--- src/rtl/sample_feeder_if.sv ---
// -----------------------------------------------------------------------------
// sample_feeder_if
//   Bundles the host-load bus and the controller sample bus of sample_feeder.
//
//   Parameters: WIDTH (signed sample field width), AW (address width).
//   Optional feature macro: FEEDER_EPOCH_CNT_EN (adds the 16-bit epoch signal).
//
//   Signals (direction seen from the feeder, i.e. the slave modport):
//     clr               in   synchronous dataset clear
//     wr_en             in   append one sample
//     wr_data           in   {t1, x2, x1}
//     full              out  dataset memory is full
//     count             out  number of stored samples
//     init_file_handler in   rewind to sample 0
//     next              in   advance to following sample
//     x1, x2, t1        out  current sample (registered)
//     EOF               out  last sample consumed
//     valid             out  x1/x2/t1 hold a real sample
//     epoch             out  completed passes (FEEDER_EPOCH_CNT_EN only)
// -----------------------------------------------------------------------------
interface sample_feeder_if #(
    parameter int WIDTH = 8,
    parameter int AW    = 6
);
    logic                    clr;
    logic                    wr_en;
    logic [2*WIDTH:0]        wr_data;
    logic                    full;
    logic [AW:0]             count;
    logic                    init_file_handler;
    logic                    next;
    logic signed [WIDTH-1:0] x1;
    logic signed [WIDTH-1:0] x2;
    logic                    t1;
    logic                    EOF;
    logic                    valid;
`ifdef FEEDER_EPOCH_CNT_EN
    logic [15:0]             epoch;
`endif

    // Host / training-controller side.
    modport master (
        output clr, wr_en, wr_data, init_file_handler, next,
        input  full, count, x1, x2, t1, EOF, valid
`ifdef FEEDER_EPOCH_CNT_EN
        , input epoch
`endif
    );

    // Feeder side.
    modport slave (
        input  clr, wr_en, wr_data, init_file_handler, next,
        output full, count, x1, x2, t1, EOF, valid
`ifdef FEEDER_EPOCH_CNT_EN
        , output epoch
`endif
    );
endinterface

--- src/rtl/sample_feeder.sv ---
// -----------------------------------------------------------------------------
// sample_feeder
//   Buffers a host-loaded dataset of (x1, x2, t1) samples and presents them one
//   at a time to the perceptron training controller. init_file_handler rewinds
//   to sample 0, next advances, EOF flags that the last sample was consumed.
//
//   Parameters: WIDTH (8), DEPTH (64), AW (6 = clog2(DEPTH)).
//   Optional feature macro: FEEDER_EPOCH_CNT_EN -- adds a 16-bit wrapping
//   pass counter (bus.epoch) bumped on every ACTIVE->END transition.
//
//   Ports:
//     clk   in  rising-edge clock
//     rst   in  asynchronous active-low reset
//     bus   sample_feeder_if.slave (load bus + sample bus, see interface)
// -----------------------------------------------------------------------------
module sample_feeder #(
    parameter int WIDTH = 8,
    parameter int DEPTH = 64,
    parameter int AW    = 6
) (
    input  logic           clk,
    input  logic           rst,
    sample_feeder_if.slave bus
);
    localparam int              DW      = 2*WIDTH + 1;
    localparam logic [AW:0]     CNT_MAX = (AW+1)'(DEPTH);
    localparam logic [AW:0]     CNT_ONE = (AW+1)'(1);

    typedef enum logic [1:0] {
        S_IDLE   = 2'd0,
        S_ACTIVE = 2'd1,
        S_END    = 2'd2
    } state_t;

    state_t          r_state;
    state_t          w_state_next;

    logic [DW-1:0]   r_mem [DEPTH];
    logic [AW:0]     r_count;
    logic [AW-1:0]   r_ptr;
    logic [DW-1:0]   r_sample;
    logic            r_valid;

    logic            w_full;
    logic            w_wr;
    logic            w_last;
    logic            w_rewind;
    logic            w_first_load;
    logic            w_advance;
    logic            w_pass_done;
    logic            w_load;
    logic            w_eof;
    logic [AW-1:0]   w_rd_addr;

    assign w_full = (r_count == CNT_MAX);
    // A write coinciding with clr is dropped along with the dataset.
    assign w_wr   = bus.wr_en && !w_full && !bus.clr;
    // Compared against the live count so samples appended mid-pass are reached.
    assign w_last = (({1'b0, r_ptr} + CNT_ONE) == r_count);

    // ---------------- FSM: state register ----------------
    always_ff @(posedge clk or negedge rst) begin
        if (!rst) begin
            r_state <= S_IDLE;
        end else begin
            r_state <= w_state_next;
        end
    end

    // ---------------- FSM: next-state logic ----------------
    always_comb begin
        w_state_next = r_state;
        if (bus.clr) begin
            w_state_next = S_IDLE;
        end else if (w_rewind) begin
            w_state_next = w_first_load ? S_ACTIVE : S_END;
        end else if (w_pass_done) begin
            w_state_next = S_END;
        end
    end

    // ---------------- FSM: output / command decode ----------------
    // Priority is clr > init_file_handler > next; next only acts in ACTIVE.
    always_comb begin
        w_rewind     = 1'b0;
        w_first_load = 1'b0;
        w_advance    = 1'b0;
        w_pass_done  = 1'b0;
        if (!bus.clr) begin
            if (bus.init_file_handler) begin
                w_rewind     = 1'b1;
                w_first_load = (r_count != '0);
            end else if (bus.next && (r_state == S_ACTIVE)) begin
                w_pass_done  = w_last;
                w_advance    = !w_last;
            end
        end
        w_load    = w_first_load || w_advance;
        w_rd_addr = w_advance ? (r_ptr + AW'(1)) : '0;
        w_eof     = (r_state == S_END);
    end

    // ---------------- dataset memory (write port) ----------------
    // Reads only ever target addresses below count while the write goes to
    // count, so the two ports never collide.
    always_ff @(posedge clk) begin
        if (w_wr) begin
            r_mem[r_count[AW-1:0]] <= bus.wr_data;
        end
    end

    // ---------------- registered read into the sample outputs ----------------
    always_ff @(posedge clk or negedge rst) begin
        if (!rst) begin
            r_sample <= '0;
        end else if (bus.clr) begin
            r_sample <= '0;
        end else if (w_load) begin
            r_sample <= r_mem[w_rd_addr];
        end
    end

    // ---------------- count / pointer / valid ----------------
    always_ff @(posedge clk or negedge rst) begin
        if (!rst) begin
            r_count <= '0;
            r_ptr   <= '0;
            r_valid <= 1'b0;
        end else begin
            if (bus.clr) begin
                r_count <= '0;
            end else if (w_wr) begin
                r_count <= r_count + CNT_ONE;
            end

            if (bus.clr || w_rewind) begin
                r_ptr <= '0;
            end else if (w_advance) begin
                r_ptr <= r_ptr + AW'(1);
            end

            // valid holds through END; only clr drops it (rewind into an
            // empty dataset can only happen when valid is already low).
            if (bus.clr) begin
                r_valid <= 1'b0;
            end else if (w_load) begin
                r_valid <= 1'b1;
            end
        end
    end

`ifdef FEEDER_EPOCH_CNT_EN
    logic [15:0] r_epoch;

    always_ff @(posedge clk or negedge rst) begin
        if (!rst) begin
            r_epoch <= '0;
        end else if (bus.clr) begin
            r_epoch <= '0;
        end else if (w_pass_done) begin
            r_epoch <= r_epoch + 16'd1;
        end
    end

    assign bus.epoch = r_epoch;
`endif

    assign bus.full  = w_full;
    assign bus.count = r_count;
    assign bus.x1    = r_sample[WIDTH-1:0];
    assign bus.x2    = r_sample[2*WIDTH-1:WIDTH];
    assign bus.t1    = r_sample[2*WIDTH];
    assign bus.EOF   = w_eof;
    assign bus.valid = r_valid;

endmodule

--- src/flat_wrapper.sv ---
// flat-port wrapper written by rule: the top's interface ports become plain ports
module sample_feeder_flat 
#(
    parameter int WIDTH = 8,
    parameter int DEPTH = 64,
    parameter int AW    = 6
)
  (clk, rst, bus_clr, bus_wr_en, bus_wr_data, bus_init_file_handler, bus_next, bus_full, bus_count, bus_x1, bus_x2, bus_t1, bus_EOF, bus_valid);
  sample_feeder_if #(.WIDTH(WIDTH), .AW(AW)) bus_i ();
  input  logic clk;
  input  logic rst;
  input wire logic [$bits(bus_i.clr)-1:0] bus_clr;
  input wire logic [$bits(bus_i.wr_en)-1:0] bus_wr_en;
  input wire logic [$bits(bus_i.wr_data)-1:0] bus_wr_data;
  input wire logic [$bits(bus_i.init_file_handler)-1:0] bus_init_file_handler;
  input wire logic [$bits(bus_i.next)-1:0] bus_next;
  output wire logic [$bits(bus_i.full)-1:0] bus_full;
  output wire logic [$bits(bus_i.count)-1:0] bus_count;
  output wire logic [$bits(bus_i.x1)-1:0] bus_x1;
  output wire logic [$bits(bus_i.x2)-1:0] bus_x2;
  output wire logic [$bits(bus_i.t1)-1:0] bus_t1;
  output wire logic [$bits(bus_i.EOF)-1:0] bus_EOF;
  output wire logic [$bits(bus_i.valid)-1:0] bus_valid;
  assign bus_i.clr = bus_clr;
  assign bus_i.wr_en = bus_wr_en;
  assign bus_i.wr_data = bus_wr_data;
  assign bus_i.init_file_handler = bus_init_file_handler;
  assign bus_i.next = bus_next;
  assign bus_full = bus_i.full;
  assign bus_count = bus_i.count;
  assign bus_x1 = bus_i.x1;
  assign bus_x2 = bus_i.x2;
  assign bus_t1 = bus_i.t1;
  assign bus_EOF = bus_i.EOF;
  assign bus_valid = bus_i.valid;
  sample_feeder #(.WIDTH(WIDTH), .DEPTH(DEPTH), .AW(AW)) u_core (.clk(clk), .rst(rst), .bus(bus_i));
endmodule
--- config.mk ---
export PLATFORM = sky130hd
export DESIGN_NAME = sample_feeder_flat
export DESIGN_NICKNAME = d
export VERILOG_FILES = /design/src/rtl/sample_feeder_if.sv /design/src/rtl/sample_feeder.sv /design/src/flat_wrapper.sv
export SDC_FILE = /design/constraint.sdc
export NUM_CORES = 1
export LEC_CHECK = 0
export CAP_MARGIN = 20
export CORE_ASPECT_RATIO = 1.2
export CORE_MARGIN = 1
export CORE_UTILIZATION = 45
export CTS_BUF_LIST = sky130_fd_sc_hd__clkbuf_8
export DETAILED_ROUTE_END_ITERATION = 8
export PLACE_DENSITY_LB_ADDON = 0.1
export SYNTH_ARGS = -nofsm -noshare
export SYNTH_HDL_FRONTEND = slang
export SYNTH_SLANG_ARGS = --single-unit
--- constraint.sdc ---
create_clock -name clk -period 4.6 [get_ports clk]
set_input_delay 0.92 -clock clk [delete_from_list [all_inputs] [get_ports clk]]
set_output_delay 0.92 -clock clk [all_outputs]
set_load 0.02 [all_outputs]
# == Yosys cells after proc, flatten, opt, wreduce, memory -nomap -nowiden ==
# Memories as Yosys holds them, arrays and structs flattened.
# Index checks and enable logic that the tools add are counted.
# totals
ff_bits,33
latch_bits,0
ramBits,1088
rom_bits,0
input_bits,23
output_inout_bits,27
word_cells,51
n_memories,1
# mem_list
memory,words,word_bits,rd,rd_clocked_by_memory_dff,write_ports,line,text
u_core.r_mem,64,17,1,0,1,sample_feeder.sv:38,logic [DW-1:0] r_mem [DEPTH];
# classes
n_addsub,3
n_mul,0
div_mod_pow,0
magnitude_cmp,0
n_eq_ne,4
n_shift,0
muxes,25
bitwise_logic,0
reduce_logical,13
# op_table
cell,count
2-to-1 mux 17 bit,2
2-to-1 mux 6 bit,3
2-to-1 mux 1 bit,14
2-to-1 mux 7 bit,2
2-to-1 mux 2 bit,4
"adder 6 x 1 -> 7 bit, second input constant",1
"adder 7 x 1 -> 7 bit, second input constant",1
equality test 7 bit,1
"equality test 7 bit, second input constant",1
nonzero test 7 bit,1
"adder 6 x 1 -> 6 bit, second input constant",1
nonzero test 2 bit,3
logical AND 1 bit,3
zero test 1 bit,3
nonzero test 3 bit,1
"equality test 2 x 1 -> 1 bit, second input constant",1
"equality test 2 bit, second input constant",1
logical OR 1 bit,2

# == Logic depth before layout (Yosys ltp) ==
# An unclocked memory read counts as a cell.
# depth
word_depth,10
ltp_mapped,15
depth_no_buf,10

# == Worst setup path before layout ==
# No wires, ideal clock.
# synth_timing
path_type,input -> register
start,in bus_init_file_handler
end,reg u_core.r_sample[14]
setup_ns,0.129
arrival_time_ns,3.331
required_ns,4.471
path_slack_ns,1.140
path_stages,11
path_buffers,4
cell_sequence,or4_1 -> buf_2 -> nor2_1 -> a21boi_1 -> buf_2 -> buf_1 -> clkbuf_1 -> a21oi_1 -> a211oi_1 -> nor4_1 -> a2111o_1
# synth_between
elab_chain_cells,6
elab_cells_between_ends,10
classes_between,mux (7); reduce/logical (2); memory (1)
# synth_lines
item,line,text
"start, declared",flat_wrapper.sv:15,input wire logic [$bits(bus_i.init_file_handler)-1:0] bus_init_file_handler;
2-to-1 mux 1 bit,sample_feeder.sv:90,if (bus.init_file_handler) begin
2-to-1 mux 1 bit,sample_feeder.sv:89,if (!bus.clr) begin
2-to-1 mux 6 bit,sample_feeder.sv:99,w_rd_addr = w_advance ? (r_ptr + AW'(1)) : '0;
memory read (64 x 17 bit),--,
2-to-1 mux 17 bit,sample_feeder.sv:118,end else if (w_load) begin
2-to-1 mux 17 bit,sample_feeder.sv:116,end else if (bus.clr) begin
"end signal, assigned",sample_feeder.sv:119,r_sample <= r_mem[w_rd_addr];
"end, declared",sample_feeder.sv:41,logic [DW-1:0] r_sample;
# Parallel ways exist; a longest one is shown, timed or not. The select of a mux whose other input is x is not followed.
# A chain may end at the register's enable or synchronous reset.

# == Final worst setup path ==
# layout_timing
start,reg u_core.r_ptr[0]
end,reg u_core.r_sample[8]
# layout_between
elab_chain_cells,10
elab_cells_between_ends,13
classes_between,add/sub (2); eq/ne (1); mux (6); reduce/logical (3); memory (1)
# layout_lines
item,line,text
"start, declared",sample_feeder.sv:40,logic [AW-1:0] r_ptr;
"start signal, assigned",sample_feeder.sv:139,r_ptr <= r_ptr + AW'(1);
adder 6 x 1 -> 7 bit,sample_feeder.sv:59,"assign w_last = (({1'b0, r_ptr} + CNT_ONE) == r_count);"
equality test 7 bit,sample_feeder.sv:59,
zero test 1 bit,sample_feeder.sv:95,w_advance = !w_last;
2-to-1 mux 1 bit,sample_feeder.sv:93,end else if (bus.next && (r_state == S_ACTIVE)) begin
2-to-1 mux 1 bit,sample_feeder.sv:90,
2-to-1 mux 1 bit,sample_feeder.sv:89,
2-to-1 mux 6 bit,sample_feeder.sv:99,
memory read (64 x 17 bit),--,
2-to-1 mux 17 bit,sample_feeder.sv:118,
2-to-1 mux 17 bit,sample_feeder.sv:116,
# Parallel ways exist; a longest one is shown, timed or not. The select of a mux whose other input is x is not followed.

==> out/qor.yml <==
worst_setup_path:
  r2r_start: "u_core.r_ptr[0]$_DFFE_PN0P_"
  critPathArrivalTime_ns: 5.31
  critical_path_buf_inv_count: 2
  reg2reg_depth: 11
  critPathKind: "flop to flop"
  critPathLaunchType: "flop"
  r2r_slack_ns: 0.04
  cp_top_family: "compound AO/OA/AOI/OAI gates"
  slowest_delay_ns: 0.79
  path_max_fanout: 34
  r2r_end: "u_core.r_sample[8]$_DFFE_PN0P_"
  cp-end-kind: "flop"
  critPathRequiredTime_ns: 5.35
  path_cells: "ha_2 > xnor3_1 > nand3_2 > or4b_1 > o21ai_4 > buf_12 > buf_4 > a221oi_1 > a211oi_1 > o311ai_0 > a311oi_1"
  crit_slowest_cell: "or4b_1"
cts:
  clk_pin_slew_ns: 0.06
  htreeDepth: 4
  cts-root-buf: "clkbuf_8"
  cts_tree: "done"
  clk_path_buf_depth: 3
  clk_latency_ns: 0.85
  cts-buffers-inserted: 173
  cts_sinks: 1121
synth:
  synth_edf_count: 1088
  syn_inst: 2871
  synth_ff_type: "edfxtp_1"
  syn-num-nets: 2897
  synthTopCellsByCount: "edfxtp_1 (1088), nand2_1 (369), a21oi_1 (137)"
  ys_warn_count: 0
  yosys.area.top_type: "edfxtp_1"
  synth_cell_types: 83
  syn_area_um2: 44700
  yosysMostFrequentCell: "edfxtp_1"
  synth-seq-cells: 1121
  synth_top_area_frac: 0.730
  synth_seq_area_share: 0.749
  syn_avg_cell_area_um2: 15.6
  synthArstFlopShare: 0.0294
  synthTopCellsByArea: "edfxtp_1 (73%), nand2_1 (3.1%), mux2i_1 (2.9%), dfrtp_1 (1.8%), mux2_2 (1.8%)"
sta:
  timing.final.crit_share: 0.991
  rsz0062_at_grt: "false"
  setup_tns_ns: 0
  finClkSkew_ns: 0.0469
  post-route-min-period_ns: 4.56
  relSlewSlack: 0.226
  fmax_mhz: 219
  hold_viol: 0
  slew_viol_final: 0
  tightest_slew_ns: 1.16
  setup_viol: 0
floorplan:
  ioPinCount: 50
  fp.dieW_um: 290
  num_rows: 126
  coreArea_um2: 98400
  start_util: 0.455
  die_h_um: 347
  die_area_um2: 101000
placement:
  io_buffers: 49
  hpwl_mm: 97.4
  globalplace.congestion: 0.941
  placed_area_um2: 48500
min_path:
  hold_path_end: "u_core.r_mem[43][13]$_DFFE_PP_"
  hold_class: "input port to flop"
  hold-path-cell-count: 1
  hp-start: "bus_wr_data[13]"
global_route:
  antenna_found_initial: 5
  grt_pass1_wl_mm: 215
  grt_pass1_vias: 28300
  grt_max_degree: 98
  track_usage: 0.306
  grt-ovfl-total: 0
drt:
  vias: 28800
  first_pass_iters: 8
  drt_iter0_drc: 3449
  vias_per_cell: 6.28
  drc: 0
  routedWlPerCell_um: 33.4
  antenna_left: 0
  wl_mm: 153
power_and_ir_drop:
  swShare: 0.224
  p_int_w: 0.0151
  power.density_nw_per_um2: 376
  vdd_drop_max_mv: 0.266
  combinationalPowerShare: 0.030
  p_leak_nw: 16.9
  p_seq_frac: 0.581
  clockPowerShare: 0.389
  switching_power_w: 0.00435
layout:
  fin_util: 0.525
  fin_nets: 3212
  area_growth_pct: 15.4
  drive_gt1_frac: 0.200
  stdcell_area_um2: 51600
job:
  cap_violations: 0
run_status:
  status: "finished clean"
==> registers in the layout, summed over array words and instances, names as in the netlist <==
signal,count
u_core.r_mem,1088
u_core.bus.valid,1
u_core.r_ptr,6
u_core.bus.count,7
u_core.r_state,2
u_core.r_sample,17
==> per-layer routing <==
metal,global-route usage,up-vias,share of wire
met3,0.0607,347,0.088
met1,0.411,14800,0.39
met5,0,-,0
li1,-,12000,-
met2,0.477,1646,0.47
met4,0.151,0,0.052
==> worst reg2reg max path, stage by stage (launching register included) <==
cell	delay, ns
dfrtp_4	0.47
ha_2	0.26
xnor3_1	0.41
nand3_2	0.10
or4b_1	0.79
o21ai_4	0.48
buf_12	0.29
buf_4	0.34
a221oi_1	0.11
a211oi_1	0.43
o311ai_0	0.41
a311oi_1	0.38
==> cell type report <==
cell class / instances / area [µm²]
fill: 8197 / 46800
sequential: 1121 / 33500
multi-input combinational: 1548 / 10500
timing repair buffer: 335 / 2920
clock buffer: 178 / 2450
tap: 1280 / 1600
clock inverter: 120 / 582
inverter: 7 / 31.3
antenna: 6 / 15.0
==> repair_timing <==
item / in CTS / in global routing
resized for setup: 0 / 1
endpoints found under the hold margin: 9 / 0
hold buffers: 1 / 0
endpoints found under the setup margin: 0 / 2
setup buffers: 0 / 0
==> through the flow <==
step,power [W],cells,hold slack [ns],setup slack [ns]
3_5_place_dp,0.0121,4290,0.527,-0.145
5_1_grt,0.0199,4592,0.416,0.00390
3_3_place_gp,0.0121,4284,0.520,-0.333
6_report,0.0194,4595,0.480,0.0393
2_1_floorplan,0.0116,2871,0.488,1.14
4_1_cts,0.0195,4589,0.420,0.0778
==> placed cells by master (no fill, tap or decap), types with 70 or more instances in the layout <==
cell	instances
edfxtp_1	1088
buf_4	253
o21ai_0	70
mux2i_1	130
a21oi_1	137
nand2_1	369
clkbuf_8	178
nor2_1	100
nand3_1	83
mux2_2	70
==> kinds of logic after synthesis <==
logic type,count (synthesis),synth area share
simple gates,689,0.0668
fa+ha+maj,3,0.000839
buf+inv,202,0.0205
mux,228,0.0608
compound gates,608,0.0976
xor+xnor,20,0.00456
flops,1121,0.749
==> power groups by stage <==
stage | logic (W) | clock network (W) | registers (W)
6_report | 0.000584 | 0.00755 | 0.0113
5_1_grt | 0.000604 | 0.00806 | 0.0113
4_1_cts | 0.000579 | 0.00767 | 0.0113
3_5_place_dp | 0.000577 | 0 | 0.0115
3_3_place_gp | 0.000562 | 0 | 0.0115
2_1_floorplan | 0.000153 | 0 | 0.0115
==> worst max-delay path by stage <==
stage / slack, ns / start / cells past startpoint / endpoint
6_report: 0.04 / u_core.r_ptr[0]$_DFFE_PN0P_ / 11 / u_core.r_sample[8]$_DFFE_PN0P_
3_5_place_dp: -0.15 / bus_next / 12 / u_core.r_sample[8]$_DFFE_PN0P_
4_1_cts: 0.08 / u_core.r_ptr[0]$_DFFE_PN0P_ / 11 / u_core.r_sample[8]$_DFFE_PN0P_
5_1_grt: 0.004 / u_core.r_ptr[0]$_DFFE_PN0P_ / 11 / u_core.r_sample[8]$_DFFE_PN0P_
3_3_place_gp: -0.33 / bus_next / 13 / u_core.r_sample[2]$_DFFE_PN0P_
2_1_floorplan: 1.14 / bus_init_file_handler / 11 / u_core.r_sample[14]$_DFFE_PN0P_
No activity file was read; power rests on OpenSTA's default activity.
